===== config.mk =====
export PLATFORM = sky130hd
export DESIGN_NAME = out_port_uart_tx
export DESIGN_NICKNAME = d
export VERILOG_FILES = /design/src/rtl/out_port_uart_tx.sv
export SDC_FILE = /design/constraint.sdc
export NUM_CORES = 1
export LEC_CHECK = 0
export ABC_AREA = 1
export BUFFER_PORTS_ARGS = -buffer_cell sky130_fd_sc_hd__buf_2
export CAP_MARGIN = 0
export CORE_MARGIN = 2
export CORE_UTILIZATION = 40
export DETAILED_ROUTE_END_ITERATION = 6
export MAX_ROUTING_LAYER = met4
export PLACE_DENSITY_LB_ADDON = 0.15
export SLEW_MARGIN = 5
export SYNTH_ARGS = -nofsm -noshare
export SYNTH_HDL_FRONTEND = slang
export SYNTH_SLANG_ARGS = --single-unit

===== constraint.sdc =====
create_clock -name clk -period 5.5 [get_ports clk]
set_input_delay 0.825 -clock clk [delete_from_list [all_inputs] [get_ports clk]]
set_output_delay 0.825 -clock clk [all_outputs]
set_load 0.05 [all_outputs]

===== src/rtl/out_port_uart_tx.sv =====
// Output-port serializer: buffers words written by the core's OUT instruction
// in a small FIFO and sends each one as two 8N1 UART frames, low byte first.
module out_port_uart_tx #(
  parameter int n            = 16,
  parameter int DEPTH        = 8,
  parameter int CLKS_PER_BIT = 16
) (
  input  logic                     clk,
  input  logic                     rst,
  input  logic                     wr_en,
  input  logic [n-1:0]             wr_data,
  output logic                     tx,
  output logic                     busy,
  output logic                     empty,
  output logic                     full,
  output logic [$clog2(DEPTH):0]   count,
  output logic                     overflow
);

  localparam int PW = $clog2(DEPTH);
  localparam int CW = $clog2(CLKS_PER_BIT);
  localparam logic [CW-1:0] CLK_LAST = CW'(CLKS_PER_BIT - 1);
  localparam logic [PW:0]   FULL_CNT = (PW+1)'(DEPTH);

  typedef enum logic [1:0] {IDLE, START, DATA, STOP} state_t;

  state_t          state, state_d;
  logic [CW-1:0]   clk_cnt, clk_cnt_d;
  logic [2:0]      bit_idx, bit_idx_d;
  logic            byte_sel, byte_sel_d;
  logic [n-1:0]    hold, hold_d;
  logic            tx_d;
  logic [7:0]      cur_byte;
  logic            push, pop;
  logic [PW-1:0]   wr_ptr, rd_ptr;
  logic [PW:0]     count_d;
  logic [n-1:0]    mem [DEPTH];

  assign push    = wr_en && !full;
  assign count_d = count + {{PW{1'b0}}, push} - {{PW{1'b0}}, pop};
  assign busy    = (state != IDLE);

  // Storage needs no reset: contents are meaningless once the pointers clear.
  always_ff @(posedge clk) begin
    if (push) mem[wr_ptr] <= wr_data;
  end

  always_comb begin
    state_d    = state;
    clk_cnt_d  = clk_cnt;
    bit_idx_d  = bit_idx;
    byte_sel_d = byte_sel;
    hold_d     = hold;
    pop        = 1'b0;
    tx_d       = 1'b1;
    cur_byte   = 8'h00;
    case (state)
      IDLE: begin
        if (!empty) begin
          pop        = 1'b1;
          hold_d     = mem[rd_ptr];
          byte_sel_d = 1'b0;
          clk_cnt_d  = '0;
          state_d    = START;
        end
      end
      START: begin
        if (clk_cnt == CLK_LAST) begin
          clk_cnt_d = '0;
          bit_idx_d = 3'd0;
          state_d   = DATA;
        end else begin
          clk_cnt_d = clk_cnt + 1'b1;
        end
      end
      DATA: begin
        if (clk_cnt == CLK_LAST) begin
          clk_cnt_d = '0;
          if (bit_idx == 3'd7) state_d = STOP;
          else bit_idx_d = bit_idx + 1'b1;
        end else begin
          clk_cnt_d = clk_cnt + 1'b1;
        end
      end
      STOP: begin
        if (clk_cnt == CLK_LAST) begin
          clk_cnt_d = '0;
          if (!byte_sel) begin
            byte_sel_d = 1'b1;
            state_d    = START;
          end else begin
            state_d    = IDLE;
          end
        end else begin
          clk_cnt_d = clk_cnt + 1'b1;
        end
      end
      default: state_d = IDLE;
    endcase
    // tx is registered, so it is derived from where the FSM is going next.
    cur_byte = byte_sel_d ? hold_d[15:8] : hold_d[7:0];
    case (state_d)
      START:   tx_d = 1'b0;
      DATA:    tx_d = cur_byte[bit_idx_d];
      default: tx_d = 1'b1;
    endcase
  end

  always_ff @(posedge clk or negedge rst) begin
    if (!rst) begin
      state    <= IDLE;
      clk_cnt  <= '0;
      bit_idx  <= 3'd0;
      byte_sel <= 1'b0;
      hold     <= '0;
      tx       <= 1'b1;
      wr_ptr   <= '0;
      rd_ptr   <= '0;
      count    <= '0;
      full     <= 1'b0;
      empty    <= 1'b1;
      overflow <= 1'b0;
    end else begin
      state    <= state_d;
      clk_cnt  <= clk_cnt_d;
      bit_idx  <= bit_idx_d;
      byte_sel <= byte_sel_d;
      hold     <= hold_d;
      tx       <= tx_d;
      if (push) wr_ptr <= wr_ptr + 1'b1;
      if (pop)  rd_ptr <= rd_ptr + 1'b1;
      count    <= count_d;
      full     <= (count_d == FULL_CNT);
      empty    <= (count_d == '0);
      if (wr_en && full) overflow <= 1'b1;
    end
  end

endmodule


-- Yosys cells after proc, flatten, opt, wreduce, memory -nomap -nowiden
Memory sizes are Yosys's and may differ from the RTL's.
Cells that the tools add are included.
- register bits: 40
- memory bits (writable): 128
- output and inout bits: 9
- word-level logic and storage cells: 63
- memories kept: 1
- memories (name ; depth ; width ; rd ports ; clocked after Yosys merged registers in ; write ports ; line ; text):
    mem ; 8 ; 16 ; 1 ; 0 ; 1 ; 37 ; logic [n-1:0] mem [DEPTH];
- add/sub/neg operators: 6
- order comparisons: 1
- equal/unequal tests: 9
- muxes and demuxes: 27
- reductions and logical operators: 7
- operators with widths (kind ; count):
    two-way mux 16 bit ; 2
    two-way mux 2 bit ; 5
    adder 3 x 1 -> 3 bit (second input constant) ; 3
    two-way mux 3 bit ; 3
    equality test 4 bit (second input constant) ; 2
    two-way mux 1 bit ; 8
    two-way mux 4 bit ; 2
    two-way mux 8 bit ; 1
    one-hot mux 2 bit (4 select lines) ; 1
    one-hot mux 4 bit (2 select lines) ; 1
    equality test 2 bit (second input constant) ; 3
    one-hot mux 3 bit (2 select lines) ; 1
    adder 4 x 1 -> 4 bit ; 1
    adder 4 x 1 -> 4 bit (second input constant) ; 1
    equality test 2 x 1 -> 1 bit (second input constant) ; 2
    zero test 4 bit ; 1
    less-than comparator 3 x 4 -> 1 bit (second input constant) ; 1
    one-hot mux 1 bit (2 select lines) ; 2
    subtractor 4 x 1 -> 4 bit ; 1
    binary-select mux 1 bit (select 3 bit) ; 1
    equality test 3 bit (second input constant) ; 1
    OR reduction 3 bit ; 1
    logical AND 1 bit ; 2
    zero test 2 bit ; 1
    3 further kinds ; 3

-- Logic depth before layout (Yosys ltp)
- depth after elaboration: 7
- gate-level depth with buffers: 15

-- Worst setup path after synthesis
No wires, ideal clock.
- kind: flip-flop to flip-flop
- start: register state[0]
- end: register empty
- library setup time: 68 ps
- arrival: 2718 ps
- required time: 5432 ps
- setup slack: 2715 ps
- cell stages (with the launch flop): 14
- buffers on the path: 1
- period minus slack after synthesis: 2785 ps
- cells stage by stage: dfrtp_1 inv_1 ha_1 inv_1 nor2_2 buf_2 ha_1 inv_1 ha_1 inv_1 fa_1 inv_1 or3_1 nor2_1
- cells in the longest elaborated chain, start to end: 4
- ends and longest elaborated chain (element ; line ; text):
    start: declaration ; 27 ; state_t state, state_d;
    start signal: assignment ; 124 ; state <= state_d;
    zero test 2 bit ; 57 ; case (state)
    two-way mux 1 bit ; 57 ;
    via pop ; 34 ; logic push, pop;
    subtractor 4 x 1 -> 4 bit ; 40 ; assign count_d = count + {{PW{1'b0}}, push} - {{PW{1'b0}}, pop};
    via count_d[1] ; 36 ; logic [PW:0] count_d;
    zero test 4 bit ; 134 ; empty <= (count_d == '0);
    end signal: assignment ; 134 ;
    end: declaration ; 14 ; output logic empty,
The timed path passes the listed nets, and every way through them passes these cells.
A chain may end at the register's enable or synchronous reset.

-- Worst setup path in the final report
- start: register rd_ptr[2]
- end: register tx
- cells in the longest elaborated chain, start to end: 7
- ends and longest elaborated chain (element ; line ; text):
    start: declaration ; 35 ; logic [PW-1:0] wr_ptr, rd_ptr;
    start signal: assignment ; 131 ; if (pop) rd_ptr <= rd_ptr + 1'b1;
    memory read (8 x 16 bit) ; n/a ;
    two-way mux 16 bit ; 59 ; if (!empty) begin
    two-way mux 16 bit ; 57 ;
    two-way mux 8 bit ; 101 ; cur_byte = byte_sel_d ? hold_d[15:8] : hold_d[7:0];
    binary-select mux 1 bit (select 3 bit) ; 104 ; DATA: tx_d = cur_byte[bit_idx_d];
    two-way mux 1 bit (implied by the code) ; 104 ;
    one-hot mux 1 bit (2 select lines) ; 102 ; case (state_d)
    via tx_d ; 32 ; logic tx_d;
    end signal: assignment ; 129 ; tx <= tx_d;
    end: declaration ; 12 ; output logic tx,
The timed path passes the listed nets, and every way through them passes these cells. The select of a mux whose other input is x is not followed.

==> run metrics <==
core area about 18,000 µm²; Register Area 4848 µm²; Hold Slack between 0.4 and 0.5 ns; drt first pass iters 5; # DRC 0; area grow syn2layout 11.79%; synthesized net count 718; DRT iter0 DRCs a little under 300; vias just under 5,000; worst-path fanout max 17; Hold Path Class reg2reg; Post-layout nets between 700 and 800; Synth Flop Type edfxtp_1; ant diodes 0; CP Class reg2reg; YS warnings 0; fraction of layout cells with a size suffix above 1 11.66%; crit start category register; critical-path cell list clkinv_1 -> nand3_1 -> nand3_1 -> nand3_1 -> nand3_1 -> nand3_1 -> nand3_1 -> nand2_1 -> nand2_1 -> nand2_1; status finished clean; final WL approximately 16,000 µm; r2r worst-path depth 10; mux share of post-synthesis cell area 0%; setup bufs post-CTS 0; Final Skew between 0.009 and 0.01 ns; Post-CTS Resized 0; Via density 5.018; Die W 139.4 µm; Max Cap Viol 0; critical path's largest stage delay between 0.9 and 1 ns; leakage dissipation roughly 0.0035 µW; CTS Buf Count 17; GP Congestion ~0.8; Clock Path Buffers 2; Post-synth ARST share 23.81%; ANT nets after route 0; setup TNS 0 ns; # hold bufs at CTS 0; Final Non-Filler Cells 958; Slew @ Worst Pin 1.024 ns; TritonCTS clock tree built; maximum VDD drop around 0.23 mV; final setup vio count 0; setup slack after layout around 2.6 ns; post-DP HPWL between 9000 and 10,000 µm; Slew Viols, Final 0; clock transition at the registers of the reported paths 0.07 ns; area occupied by multi-input gates between 2000 and 2500 µm²; drt wl/cell about 16 µm; Levels on crit path 10; CP Buf/Inv Count 1; Root Buffer clkbuf_16; Seq/Total Area, Yosys roughly two thirds; Period minus WS final 2.930 ns; kind of end point of the critical path register; Pwr Density around 380 nW/µm²; # IOs 28; main combinational cell family by area after synthesis simple AND/OR/NAND/NOR gates; fmax 341.3 MHz; number of fill cells in the layout approximately 1,700; # clock sinks around 170; post-synthesis xor/xnor area fraction less than 1%; complex-gate fraction of the synthesized area a little over 4%; Worst path top cell family by delay simple AND/OR/NAND/NOR gates; slowest stage cell, crit path dfrtp_1; Fin. Hold Viols 0; RSZ-0062 raised after global routing no; Clock H-tree levels 4; DIE AREA 19,430 µm²; Post-Syn Instances between 600 and 700; Total GRT Usage 17.53%; initial antenna violation count 0; r2r setup slk roughly 2.6 ns; vias in the first global route 4,645; synthesized flop and latch total ~170; Reg-to-Reg Start rd_ptr[2]; synthesized cell area approximately 7300 µm²; Overflow after GRT 0; Distinct cells, synth 38; Final period util a little over half; Placement Rows 49; CP Data Arrival Time around 3.3 ns; Worst R2R End tx; Clock Latency Late Sink 0.42 ns; Inst Count DP between 900 and 1,000; pre-CTS WS between 2 and 3 ns; most used cell, CP nand3_1; slew margin rel. a little under a third; largest net degree at the start of global routing 75; crit path from rd_ptr[2]; simple-gate share of the synthesized area around a fifth; EDFF count, synth 128; post-synthesis adder-cell area fraction 2.491%; average cell area after synthesis 10.70 µm²; IO Port Bufs 27; starting density of the core 40.82%; worst path required time 5.87 ns; first-pass GRT wire length 25,240 µm; Worst Setup EP tx; Die Y-Extent ~140 µm
## worst min-delay path by stage
stage,startpoint,to,slack (ns),depth (start not counted)
final,overflow,overflow,0.46,1
after global routing,overflow,overflow,0.50,1
after CTS,overflow,overflow,0.46,1
after detailed placement,overflow,overflow,0.44,1
after global placement,overflow,overflow,0.43,1
after floorplan,hold[0],hold[0],0.44,2
## power breakdown
group	total [µW]	internal (µW)	switching, µW	leakage (µW)
sequential	1590	1540	50.3	0.00164
combinational	436	124	312	0.00155
clock	1120	647	475	0.000285
total	3150	2310	838	0.00347
## logic make-up after synthesis
logic type                 count (synthesis)
AOI/OAI and AO/OA                         49
xor gates and xnor gates                   8
adders and majority gates                 14
buffers and inverters                     95
DFF                                      168
and+or+nand+nor                          351
## through the flow
step | utilization [%] | cell area, µm² | total power (µW)
after floorplan | - | 7332 | 1906
after global placement | 42.49 | 7632 | 2048
after detailed placement | 42.49 | 7632 | 2063
after CTS | 45.63 | 8197 | 3191
after global routing | 45.63 | 8197 | 3293
final | 45.63 | 8197 | 3149
## cells in the mapped netlist (all sizes together), types with 2 or more instances
cell type  number  area [µm²]
nand2         209       784.5
edfxtp        128        3844
nand3          96       493.0
inv            68       257.8
nor2           43       173.9
dfrtp          38       950.9
o21ai          29       148.9
buf            23       193.9
ha             13       162.7
a21oi           6       30.03
o211ai          6       45.04
xor2            6       52.55
clkbuf          3       11.26
dfstp           2       52.55
o22ai           2       26.28
xnor2           2       17.52
## cell type report
type / count / share of cell area, %
repair buffers: 38 / 2.656
flip-flops and latches: 168 / 59.15
inverters: 69 / 3.190
clock buffers: 22 / 6.106
multi-input cells: 422 / 24.62
clock inverters: 10 / 0.7785
well taps: 229 / 3.496
## sequential cells by signal, summed over array words and instances (netlist names)
signal,count
overflow,1
hold,16
state,2
mem,128
wr_ptr,3
tx,1
byte_sel,1
clk_cnt,4
bit_idx,3
rd_ptr,3
full,1
empty,1
count,4
## placed cells by master (no fill, tap or decap), drive strengths merged, types with 7 or more instances in the layout
cell type	synthesis	layout
o21ai	29	29
clkinv	1	7
inv	68	71
nand3	96	96
nand2	209	209
edfxtp	128	128
ha	13	13
clkbuf	3	22
dfrtp	38	38
buf	23	38
nor2	43	43
## routing by layer
layer  global-route usage (%)  routed length (µm)
met1                    22.54                7232
met4                    7.018                 383
met5                        -                   0
met3                    3.304                 587
met2                    27.63                7594
Power figures use the tool's default switching activity.
